File: src/rtl/input_pkg.sv
`default_nettype none
// ============================================================================
//  Package     : input_pkg
//  Description : Shared types and constants for the input conditioner:
//                keypad FSM state encoding, keypad geometry, counter widths,
//                and helpers that classify and encode a keypad vector.
//  Revision    : 1.0  initial release
// ============================================================================
package input_pkg;

    // Keypad geometry and output code width
    localparam int KEY_COUNT  = 10;
    localparam int KEY_CODE_W = 4;

    // Debounce counter width covers the full DEBOUNCE_CYCLES range (2..255)
    localparam int CNT_W      = 8;

    // Auto-repeat counter width, wide enough for multi-second repeat delays
    localparam int REP_CNT_W  = 16;

    // Keypad FSM states
    typedef enum logic [2:0] {
        KP_IDLE    = 3'd0,
        KP_PRESS   = 3'd1,
        KP_HELD    = 3'd2,
        KP_INVALID = 3'd3,
        KP_RELEASE = 3'd4
    } kp_state_t;

    // True when exactly one key line is active
    function automatic logic is_onehot(input logic [KEY_COUNT-1:0] v);
        return (v != '0) && ((v & (v - KEY_COUNT'(1))) == '0);
    endfunction

    // Binary index of the active key; only meaningful for a one-hot vector
    function automatic logic [KEY_CODE_W-1:0] key_index(input logic [KEY_COUNT-1:0] v);
        logic [KEY_CODE_W-1:0] idx;
        idx = '0;
        for (int i = 0; i < KEY_COUNT; i++) begin
            if (v[i]) begin
                idx = KEY_CODE_W'(i);
            end
        end
        return idx;
    endfunction

endpackage : input_pkg
`default_nettype wire

File: src/rtl/debounce_ch.sv
`default_nettype none
// ============================================================================
//  Module      : debounce_ch
//  Description : Single push-button channel: 2-FF synchronizer, saturating
//                debounce counter and a one-cycle pulse on an accepted press.
//                No pulse is produced on release.
//  Revision    : 1.0  initial release
// ============================================================================
module debounce_ch
    import input_pkg::*;
#(
    parameter int DEBOUNCE_CYCLES = 20
) (
    input  logic clk,
    input  logic rst,
    input  logic raw_i,
    output logic pulse_o
);

    localparam logic [CNT_W-1:0] DB_MAX = CNT_W'(DEBOUNCE_CYCLES);

    logic             sync1_q;
    logic             sync2_q;
    logic             level_q;
    logic             level_d;
    logic [CNT_W-1:0] cnt_q;
    logic [CNT_W-1:0] cnt_d;
    logic             pulse_q;
    logic             pulse_d;

    // Count consecutive disagreements; flip the level once the count has
    // reached DB_MAX and the input still disagrees. Agreement clears it.
    always_comb begin
        level_d = level_q;
        cnt_d   = '0;
        pulse_d = 1'b0;
        if (sync2_q != level_q) begin
            if (cnt_q == DB_MAX) begin
                level_d = sync2_q;
                pulse_d = sync2_q;
            end else begin
                cnt_d = cnt_q + CNT_W'(1);
            end
        end
    end

    // Synchronizer and debounce state registers
    always_ff @(posedge clk) begin
        if (rst) begin
            sync1_q <= 1'b0;
            sync2_q <= 1'b0;
            level_q <= 1'b0;
            cnt_q   <= '0;
            pulse_q <= 1'b0;
        end else begin
            sync1_q <= raw_i;
            sync2_q <= sync1_q;
            level_q <= level_d;
            cnt_q   <= cnt_d;
            pulse_q <= pulse_d;
        end
    end

    assign pulse_o = pulse_q;

endmodule : debounce_ch
`default_nettype wire

File: src/rtl/input_conditioner.sv
`default_nettype none
// ============================================================================
//  Module      : input_conditioner
//  Description : Synchronizes, debounces and edge-detects the mode/start
//                buttons and the 10-line keypad, producing one-cycle pulses
//                and a validated key code.
//                Optional macro KEY_REPEAT_EN: auto-repeat of a held key.
//  Revision    : 1.0  initial release
// ============================================================================
module input_conditioner
    import input_pkg::*;
#(
    parameter int DEBOUNCE_CYCLES = 20,
    parameter int REPEAT_DELAY    = 500,
    parameter int REPEAT_RATE     = 100
) (
    input  logic                  clk,
    input  logic                  rst,
    input  logic                  mode_raw,
    input  logic                  start_raw,
    input  logic [KEY_COUNT-1:0]  keypad_raw,
    output logic                  mode_pulse,
    output logic                  start_pulse,
    output logic [KEY_COUNT-1:0]  key_pulse,
    output logic [KEY_CODE_W-1:0] key_code,
    output logic                  key_held
);

    localparam logic [CNT_W-1:0] DB_MAX = CNT_W'(DEBOUNCE_CYCLES);

    // Reject out-of-range configurations at elaboration
    if (DEBOUNCE_CYCLES < 2 || DEBOUNCE_CYCLES > 255 ||
        REPEAT_DELAY < 1 || REPEAT_RATE < 1) begin : g_param_chk
        $error("input_conditioner: parameter out of range");
    end

    // ------------------------------------------------------------------
    // Button channels
    // ------------------------------------------------------------------
    debounce_ch #(
        .DEBOUNCE_CYCLES (DEBOUNCE_CYCLES)
    ) u_mode_ch (
        .clk     (clk),
        .rst     (rst),
        .raw_i   (mode_raw),
        .pulse_o (mode_pulse)
    );

    debounce_ch #(
        .DEBOUNCE_CYCLES (DEBOUNCE_CYCLES)
    ) u_start_ch (
        .clk     (clk),
        .rst     (rst),
        .raw_i   (start_raw),
        .pulse_o (start_pulse)
    );

    // ------------------------------------------------------------------
    // Keypad: the whole vector is debounced as one value
    // ------------------------------------------------------------------
    logic [KEY_COUNT-1:0]  kp_sync1_q;
    logic [KEY_COUNT-1:0]  kp_sync2_q;

    kp_state_t             state_q,     state_d;
    logic [KEY_COUNT-1:0]  cap_q,       cap_d;
    logic [CNT_W-1:0]      cnt_q,       cnt_d;
    logic                  prev_held_q, prev_held_d;
    logic [KEY_CODE_W-1:0] code_q,      code_d;
    logic                  held_q,      held_d;
    logic [KEY_COUNT-1:0]  kpulse_q,    kpulse_d;

    logic                  kp_any;
    logic [CNT_W-1:0]      cnt_inc;

    assign kp_any  = (kp_sync2_q != '0);
    assign cnt_inc = (cnt_q == DB_MAX) ? cnt_q : (cnt_q + CNT_W'(1));

`ifdef KEY_REPEAT_EN
    localparam logic [REP_CNT_W-1:0] REP_DLY = REP_CNT_W'(REPEAT_DELAY);
    localparam logic [REP_CNT_W-1:0] REP_RTE = REP_CNT_W'(REPEAT_RATE);

    logic [REP_CNT_W-1:0] rep_cnt_q, rep_cnt_d;
    logic                 rep_armed_q, rep_armed_d;
`endif

    // Keypad FSM next-state and output logic
    always_comb begin
        state_d     = state_q;
        cap_d       = cap_q;
        cnt_d       = cnt_q;
        prev_held_d = prev_held_q;
        code_d      = code_q;
        held_d      = held_q;
        kpulse_d    = '0;
`ifdef KEY_REPEAT_EN
        rep_cnt_d   = '0;
        rep_armed_d = 1'b0;
`endif

        case (state_q)
            KP_IDLE: begin
                if (kp_any) begin
                    cap_d   = kp_sync2_q;
                    cnt_d   = '0;
                    state_d = KP_PRESS;
                end
            end

            KP_PRESS: begin
                if (!kp_any) begin
                    cnt_d   = '0;
                    state_d = KP_IDLE;
                end else if (kp_sync2_q != cap_q) begin
                    cap_d = kp_sync2_q;
                    cnt_d = '0;
                end else begin
                    cnt_d = cnt_inc;
                    if (cnt_inc == DB_MAX) begin
                        cnt_d = '0;
                        if (is_onehot(cap_q)) begin
                            kpulse_d = cap_q;
                            code_d   = key_index(cap_q);
                            held_d   = 1'b1;
                            state_d  = KP_HELD;
                        end else begin
                            state_d  = KP_INVALID;
                        end
                    end
                end
            end

            KP_HELD: begin
                if (!kp_any) begin
                    cnt_d       = '0;
                    prev_held_d = 1'b1;
                    state_d     = KP_RELEASE;
                end else if (kp_sync2_q != cap_q) begin
                    held_d  = 1'b0;
                    state_d = KP_INVALID;
                end else begin
`ifdef KEY_REPEAT_EN
                    // First repeat after REP_DLY cycles, then every REP_RTE
                    rep_cnt_d   = rep_cnt_q + REP_CNT_W'(1);
                    rep_armed_d = rep_armed_q;
                    if ((!rep_armed_q && rep_cnt_d == REP_DLY) ||
                        ( rep_armed_q && rep_cnt_d == REP_RTE)) begin
                        kpulse_d    = cap_q;
                        rep_cnt_d   = '0;
                        rep_armed_d = 1'b1;
                    end
`endif
                end
            end

            KP_INVALID: begin
                if (!kp_any) begin
                    cnt_d       = '0;
                    prev_held_d = 1'b0;
                    state_d     = KP_RELEASE;
                end
            end

            KP_RELEASE: begin
                if (kp_any) begin
                    // Release bounce: resume where we were, no new pulse
                    cnt_d   = '0;
                    state_d = prev_held_q ? KP_HELD : KP_INVALID;
                end else begin
                    cnt_d = cnt_inc;
                    if (cnt_inc == DB_MAX) begin
                        cnt_d   = '0;
                        held_d  = 1'b0;
                        state_d = KP_IDLE;
                    end
                end
            end

            default: begin
                state_d = KP_IDLE;
            end
        endcase
    end

    // Keypad synchronizer and FSM state registers
    always_ff @(posedge clk) begin
        if (rst) begin
            kp_sync1_q  <= '0;
            kp_sync2_q  <= '0;
            state_q     <= KP_IDLE;
            cap_q       <= '0;
            cnt_q       <= '0;
            prev_held_q <= 1'b0;
            code_q      <= '0;
            held_q      <= 1'b0;
            kpulse_q    <= '0;
        end else begin
            kp_sync1_q  <= keypad_raw;
            kp_sync2_q  <= kp_sync1_q;
            state_q     <= state_d;
            cap_q       <= cap_d;
            cnt_q       <= cnt_d;
            prev_held_q <= prev_held_d;
            code_q      <= code_d;
            held_q      <= held_d;
            kpulse_q    <= kpulse_d;
        end
    end

`ifdef KEY_REPEAT_EN
    // Auto-repeat counter registers
    always_ff @(posedge clk) begin
        if (rst) begin
            rep_cnt_q   <= '0;
            rep_armed_q <= 1'b0;
        end else begin
            rep_cnt_q   <= rep_cnt_d;
            rep_armed_q <= rep_armed_d;
        end
    end
`endif

    assign key_pulse = kpulse_q;
    assign key_code  = code_q;
    assign key_held  = held_q;

endmodule : input_conditioner
`default_nettype wire
File: config.mk
export PLATFORM = sky130hd
export DESIGN_NAME = input_conditioner
export DESIGN_NICKNAME = d
export VERILOG_FILES = /design/src/rtl/input_pkg.sv /design/src/rtl/debounce_ch.sv /design/src/rtl/input_conditioner.sv
export SDC_FILE = /design/constraint.sdc
export NUM_CORES = 1
export LEC_CHECK = 0
export ABC_CLOCK_PERIOD_IN_PS = 6200
export BUFFER_PORTS_ARGS = -buffer_cell sky130_fd_sc_hd__buf_4
export CAP_MARGIN = 20
export CORE_MARGIN = 2
export CORE_UTILIZATION = 35
export CTS_CLUSTER_DIAMETER = 80
export DETAILED_ROUTE_END_ITERATION = 6
export SYNTH_ARGS = -nofsm -noshare
export SYNTH_HDL_FRONTEND = slang
export SYNTH_SLANG_ARGS = --single-unit
File: constraint.sdc
create_clock -name clk -period 6.2 [get_ports clk]
set_input_delay 1.24 -clock clk [delete_from_list [all_inputs] [get_ports clk]]
set_output_delay 1.24 -clock clk [all_outputs]
set_load 0.01 [all_outputs]
# Word-level counts from Yosys, hierarchy flattened
# Index checks and enable logic that the tools add are counted.
[word_totals]
reg_bits = 81
in_bits = 14
[op_classes]
n_reduce_logical = 23
n_bitwise = 10
n_eq_ne = 28
n_mux = 45
addsub = 4
[ops]
columns = ["op", "count"]
rows = [
  ["8-bit two-way mux", 7],
  ["8-bit by 5-bit equality test with 1-bit output (second input constant)", 4],
  ["4-bit two-way mux", 8],
  ["8-bit case mux with 4 select lines", 1],
  ["10-bit two-way mux", 3],
  ["3-bit two-way mux", 9],
  ["2-bit != test (second input constant)", 13],
  ["8-bit by 1-bit adder with 8-bit output (second input constant)", 3],
  ["10-bit case mux with 2 select lines", 1],
  ["10-bit nonzero test", 2],
  ["3-bit case mux with 5 select lines", 1],
  ["1-bit two-way mux", 13],
  ["3-bit != test (second input constant)", 4],
  ["3-bit OR reduction", 4],
  ["10-bit AND", 1],
  ["10-bit logical NOT", 1],
  ["10-bit != test", 1],
  ["10-bit by 1-bit subtractor with 10-bit output (second input constant)", 1],
  ["1-bit NOT", 9],
  ["9-bit AND reduction", 1],
  ["3-bit by 2-bit equality test with 1-bit output (second input constant)", 2],
  ["3-bit AND reduction", 2],
  ["6-bit AND reduction", 1],
  ["6-bit OR reduction", 1],
  ["other kinds (14)", 17],
]

# Longest topological paths before layout
# Gate-level depths: netlist of run 1.
[logic_depth]
ltp_word = 9
mapped_depth = 10

# By module
# A second synthesis of run 1 with hierarchy kept.
[unflattened]
cells_unflattened = 395
hier_area_um2 = 3565.9
[modules_own_cells]
columns = ["module", "instances", "cells_each", "seq_area_each_um2", "area_each_um2"]
rows = [
  ["input_conditioner", 1, 287, 1141.1, 2577.5],
  ["debounce_ch", 2, 54, 240.2, 494.2],
]

# Worst setup path after synthesis of run 1
# No wires, ideal clock.
[synth_path]
kind = "input to register"
start = "in rst"
end = "reg cap_q[0]"
setup_slack_ps = 3910
path_buffers = 3
required_ps = 6072
setup_ps = 128
stages = 4
arrival_ps = 2162
path_cell_list = "clkbuf_1 -> clkbuf_1 -> clkbuf_1 -> nor2_1"
[synth_rtl]
columns = ["element", "line_no", "rtl"]
rows = [
  ["from (decl)", "input_conditioner.sv:18", "input logic rst,"],
  ["to (signal assigned)", "input_conditioner.sv:200", "cap_q <= cap_d;"],
  ["to (decl)", "input_conditioner.sv:65", "logic [KEY_COUNT-1:0] cap_q, cap_d;"],
]
# No word-level cell between the ends.

# Final worst setup path of run 1
[layout_path]
start = "reg cnt_q[0]"
end = "reg kpulse_q[5], in the netlist key_pulse[5]"
[layout_between]
elab_chain_len = 5
word_cells_on_any_way = 6
[layout_lines]
columns = ["element", "line_no", "rtl"]
rows = [
  ["from (decl)", "input_conditioner.sv:66", "logic [CNT_W-1:0] cnt_q, cnt_d;"],
  ["from (signal assigned)", "input_conditioner.sv:201", "cnt_q <= cnt_d;"],
  ["8-bit by 1-bit adder with 8-bit output / 8-bit by 5-bit equality test with 1-bit output (equally long branches)", "input_conditioner.sv:76", "assign cnt_inc = (cnt_q == DB_MAX) ? cnt_q : (cnt_q + CNT_W'(1));"],
  ["8-bit two-way mux *", "input_conditioner.sv:76", ""],
  ["8-bit by 5-bit equality test with 1-bit output *", "input_conditioner.sv:118", "if (cnt_inc == DB_MAX) begin"],
  ["1-bit NOT (no line) *", "n/a", ""],
  ["6-bit OR reduction (no line) *", "n/a", ""],
  ["to (signal assigned)", "input_conditioner.sv:205", "kpulse_q <= kpulse_d;"],
  ["to (decl)", "input_conditioner.sv:70", "logic [KEY_COUNT-1:0] kpulse_q, kpulse_d;"],
]
# Every way passes the cells marked *; elsewhere a longest branch is shown, timed or not.
# A chain may end at the register's enable or synchronous reset.

==> out/results.txt, run 1 <==
TNS Setup: 0 ns
Grt total ovfl: 0
Drt wl/cell: 11.8 µm
Clk buf depth: 2
EDFF count, synth: 0
Final worst-path cycle share: 0.417
DR DRC count: 0
DRT Wirelength: 6360 µm
Status: finished, final reports clean
Setup ws final: 3.61 ns
I/O Pins: 31
Req. time, crit path: 6.49 ns
Rows: 36
CP startpoint kind: flip-flop
Filler cell count: 1018
First-pass GRT wire length: 11300 µm
Initial antenna violation count: 0
Via count: 2657
Area grow syn2layout: 13.5%
Initial core utilization: 0.361
Layout Nets: 420
CP Cell Sequence: inv_1 > ha_1 > nand4_1 > nand3b_1 > o32ai_4 > nand2_1 > and4b_1 > and2_1
Crit path largest cell delay: 0.48 ns
Iteration-0 DRC Markers: 128
Synthesized area: 3550 µm²
CTS sink cnt: 81
RSZ-0062 raised after global routing: false
Vias/cell: 4.95
Reg clk slew, reported paths: 0.08 ns
Mapped Avg Cell Area: 9.15 µm²
Asr flop ratio synth: 0
Layout cells sized above 1: 0.129
Post-DRT Antenna Nets: 0
Worst slew pin tran: 0.866 ns
Die ar.: 11000 µm²
Yosys reg bits: 81
Final min period: 2.59 ns
Post-DP HPWL: 4430 µm
Die Y: 105 µm
Postcts setup bufs: 0
Final Max Tran Viols: 0
Seq/Total Area, Yosys: 0.457
CTS tree: done
Crit end category: flip-flop
Htree depth: 3
Mapped Cells: 388
Buffers and inverters on the worst path: 1
Fmax: 387 MHz
Tot Pwr: 1070 µW
Max VDD drop: 153 µV
Pin count of the biggest net entering global routing: 58
Synth Net Count: 408
CP arrival: 2.88 ns
Yosys warns: 0
Core area: 9820 µm²
Slew headroom: 0.417
Synth cell types: 56
Crit path kind: flip-flop to flip-flop
Clock skew: 0.00983 ns
CTS Root Buffer Type: clkbuf_8
Pwr Density: 265 nW/µm²
P_leak: 0.00152 µW
Final setup vio count: 0
Worst min path class: flip-flop to flip-flop
Quantity of hold-fixing buffers added after cts: 0
Main synth FF type: dfxtp_1
Final hold violation count: 0
TritonCTS buffer count: 9
Vias in the first global route: 2513
Worst path slowest cell: dfxtp_1
Dpl ws: 3.51 ns
All-Layer GR Usage: 0.126
Largest delay contributor family on the critical path: simple AND/OR/NAND/NOR gates
Post-CTS sizing: 0
Insertion delay to the later sink of the worst-skew pair: 0.35 ns
First-pass iteration count of the detailed router: 4
PortBufs: 30
Number of max-cap violations: 0
Routability cong.: 0.817
Die width: 105 µm
Max FO, Critical Path: 10
ANT cells: 0
==> final cells by class <==
| type | instances | area, µm² | area share |
|---|---|---|---|
| Sequential cell | 81 | 1620 | 0.403 |
| Multi-Input combinational cell | 265 | 1750 | 0.435 |
| Timing Repair Buffer | 30 | 225 | 0.0559 |
| Clock inverter | 6 | 91.3 | 0.0227 |
| Tap cell | 133 | 166 | 0.0413 |
| Clock buffer | 9 | 124 | 0.0308 |
| Inverter | 13 | 48.8 | 0.0121 |
==> metrics by stage <==
stage               cell area [µm²]  utilization  hold WS [ns]  std cells
floorplan                      3550            -         0.414        388
global placement               3810        0.388         0.418        522
detailed placement             3810        0.388         0.424        522
CTS                            4030        0.410         0.445        537
global route                   4030        0.410         0.462        537
finish                         4030        0.410         0.441        537
==> routing by layer <==
layer / track usage / vias up / wire length, µm
li1: - / 1365 / -
met1: 0.163 / 1211 / 3160
met2: 0.196 / 70 / 2750
met3: 0.0368 / 11 / 335
met4: 0.0514 / 0 / 110
met5: 0 / - / 0
==> layout by cell type (no fill, tap or decap), drive strengths merged, types with 5 or more instances in the layout <==
cell type  instances
mux2i             13
nor3b              6
and3               7
nor3              13
nand4              8
xor2              11
dfxtp             81
nor2              47
a21oi             11
xnor2             14
nand2             10
ha                 6
nor4               7
inv               15
or3                5
nor2b             25
clkbuf             9
buf               30
nand3             20
and2              12
==> logic make-up (layout without fill, tap and decap cells) <==
kind of cell | Yosys count | after routing | share of synthesized area
buffers and inverters | 42 | 58 | 0.0497
DFF | 81 | 81 | 0.457
and+or+nand+nor | 174 | 174 | 0.273
AOI/OAI and AO/OA | 46 | 46 | 0.0984
xor gates and xnor gates | 25 | 25 | 0.0617
muxes | 13 | 13 | 0.0367
adders and majority gates | 7 | 7 | 0.0240
==> path summary, 6_finish.rpt <==
path / start / endpoint / slack, ns / depth (start not counted)
worst min-delay path: kp_sync1_q[6] / kp_sync2_q[6] / 0.44 / 1
worst max register to register: cnt_q[0] / key_pulse[5] / 3.61 / 8
worst min register to register: kp_sync1_q[6] / kp_sync2_q[6] / 0.44 / 1
worst max-delay path: cnt_q[0] / key_pulse[5] / 3.61 / 8
==> report_power, final <==
group          internal (µW)  total (µW)  switching, µW
Combinational           46.2         103           56.5
Clock                    227         416            188
Sequential               533         551           17.5
Total                    807        1070            262
==> cells in the mapped netlist (8+ instances only) <==
| cell | instances | area, µm² |
|---|---|---|
| nor2_1 | 47 | 176 |
| dfxtp_1 | 81 | 1620 |
| nand2_1 | 10 | 37.5 |
| a21oi_1 | 11 | 55.1 |
| and2_1 | 12 | 75.1 |
| mux2i_1 | 13 | 130 |
| clkbuf_1 | 19 | 71.3 |
| nand4_1 | 8 | 50.1 |
| xor2_1 | 11 | 96.3 |
| inv_1 | 13 | 48.8 |
| buf_2 | 9 | 45.0 |
| nor2b_1 | 25 | 156 |
| nand3_1 | 20 | 100 |
| nor3_1 | 12 | 60.1 |
| xnor2_1 | 14 | 123 |
==> state kept, by name (all words and copies together), names as in the netlist, 3 cells and up <==
signal            count
cap_q                10
cnt_q                 8
key_code              4
key_pulse            10
kp_sync1_q           10
kp_sync2_q           10
state_q               3
u_mode_ch.cnt_q       8
u_start_ch.cnt_q      8
Power figures use the tool's default switching activity.
==> run 2: changes to the inputs <==
ABC_CLOCK_PERIOD_IN_PS = 2430   (was 6200)
clock period = 2.43 ns   (was 6.2 ns; I/O delays follow)
==> out/results.txt, run 2 (same netlist as run 1, synthesis figures left out) <==
Status: finished, final reports clean
Final worst-path cycle share: 0.910
Iteration-0 DRC Markers: 105
Die ar.: 11000 µm²
End of the worst register-to-register path: key_code[3]
TritonCTS buffer count: 9
PortBufs: 30
DR DRC count: 0
Slew headroom: 0.602
CP arrival: 2.51 ns
P_leak: 0.00158 µW
Highest routed layer: met4
Comb pwr share: 0.108
Initial antenna violation count: 0
Htree depth: 3
Insertion delay to the later sink of the worst-skew pair: 0.35 ns
Clk pwr share: 0.378
Most frequent cells in the layout: dfxtp_1, nor2_1, buf_4
TNS Setup: 0 ns
R2R cell count: 8
Critical Path Source: cap_q[2]
Crit path kind: flip-flop to flip-flop
Setup ws final: 0.218 ns
DP Area: 3930 µm²
CTS Root Buffer Type: clkbuf_8
Vias in the first global route: 2579
Die width: 105 µm
Quantity of hold-fixing buffers added after cts: 0
Final setup vio count: 0
CTS tree: done
Met2 WL: 2960 µm
Crit end category: flip-flop
Routability cong.: 0.806
WL met3: 268 µm
CP startpoint kind: flip-flop
First-pass GRT wire length: 11700 µm
Wire length on met1: 3310 µm
Via count: 2726
Drt wl/cell: 12.0 µm
Sequential share of power: 0.515
CTS sink cnt: 81
Final hold violation count: 0
I/O Pins: 31
Final min period: 2.21 ns
Clk buf depth: 2
Vias/cell: 4.92
Clock skew: 0.0106 ns
Worst R2R Setup Slack: 0.22 ns
RSZ-0062 raised after global routing: false
Sw Ratio: 0.260
Hold depth: 2
Layout Nets: 436
DRT Wirelength: 6650 µm
Number of max-cap violations: 0
Pin count of the biggest net entering global routing: 33
Worst min path class: input port to flip-flop
Fmax: 452 MHz
ANT cells: 0
Hold EP: kp_sync1_q[4]
Grt total ovfl: 0
FF-to-FF Start: cap_q[2]
Commonest non-fill, non-tap cell in the layout: dfxtp_1
Req. time, crit path: 2.72 ns
Area grow syn2layout: 16.9%
Final instance area: 4150 µm²
Fin util: 0.422
Final Max Tran Viols: 0
Post-DP HPWL: 4680 µm
Post-DRT Antenna Nets: 0
Initial core utilization: 0.361
Max VDD drop: 292 µV
Cell-internal power: 2010 µW
NetSw: 705 µW
Rows: 36
Max FO, Critical Path: 7
Pwr Density: 655 nW/µm²
Layout cells sized above 1: 0.166
Dpl ws: 0.237 ns
All-Layer GR Usage: 0.130
Die Y: 105 µm
First-pass iteration count of the detailed router: 4
Core area: 9820 µm²
Hold path start: keypad_raw[4]
Fin Hold WS: 0.337 ns
Worst slew pin tran: 0.594 ns
Reg clk slew, reported paths: 0.08 ns
==> run 2: changes by cell type in the layout (fill, tap and decap cells not counted), sizes merged <==
cell      previous run  this run
buf                 30        46
bufinv               2         1
clkbuf               9        10
clkinv               2         1
clkinvlp             0         2
==> run 2: area by class of cell <==
| type | instances | area (µm²) |
|---|---|---|
| inverters | 13 | 48.8 |
| flip-flops and latches | 81 | 1620 |
| repair buffers | 46 | 345 |
| clock inverters | 6 | 73.8 |
| well taps | 133 | 166 |
| multi-input cells | 265 | 1750 |
| fillers | 1002 | 5670 |
| clock buffers | 10 | 138 |
==> run 2: critical path, stage by stage, from the launching register on <==
cell and delay [ns]:
dfxtp_1 0.32, or4_4 0.55, o31a_1 0.26, nor3_2 0.17, o22ai_1 0.16, nand4bb_1 0.25, buf_4 0.20, nor3_1 0.14
a31o_1 0.12
==> run 2: how the worst max path moves through the flow <==
| stage | end | slack (ns) | depth (start not counted) |
|---|---|---|---|
| finish | key_code[3] | 0.22 | 8 |
| floorplan | state_q[0] | 0.28 | 8 |
| global route | cnt_q[4] | 0.01 | 7 |
| global placement | key_code[1] | 0.27 | 7 |
| CTS | key_code[3] | 0.21 | 9 |
| detailed placement | key_code[2] | 0.24 | 8 |
==> run 2: what timing repair did <==
item	in CTS	in global routing
gates resized for setup	0	1
endpoints found under the setup margin	0	2
buffers inserted	0	0
hold endpoints to repair	0	0
==> run 2: metal layers <==
layer  track usage  vias up
met5             0        -
met4        0.0552        0
met3        0.0312       15
met2         0.202       55
met1         0.171     1257
li1              -     1399
==> run 2: power by group through the flow <==
| stage | combinational (µW) | sequential (µW) | clock (µW) |
|---|---|---|---|
| after CTS | 292 | 1400 | 1060 |
| after floorplan | 238 | 1410 | 0 |
| after detailed placement | 291 | 1430 | 0 |
| after global routing | 324 | 1400 | 1120 |
| final | 292 | 1400 | 1020 |
| after global placement | 288 | 1430 | 0 |
==> run 2: metrics by stage <==
stage	std cells	total power [µW]
4_1_cts	554	2750
5_1_grt	554	2850
3_3_place_gp	538	1720
2_1_floorplan	388	1640
3_5_place_dp	538	1720
6_report	554	2710
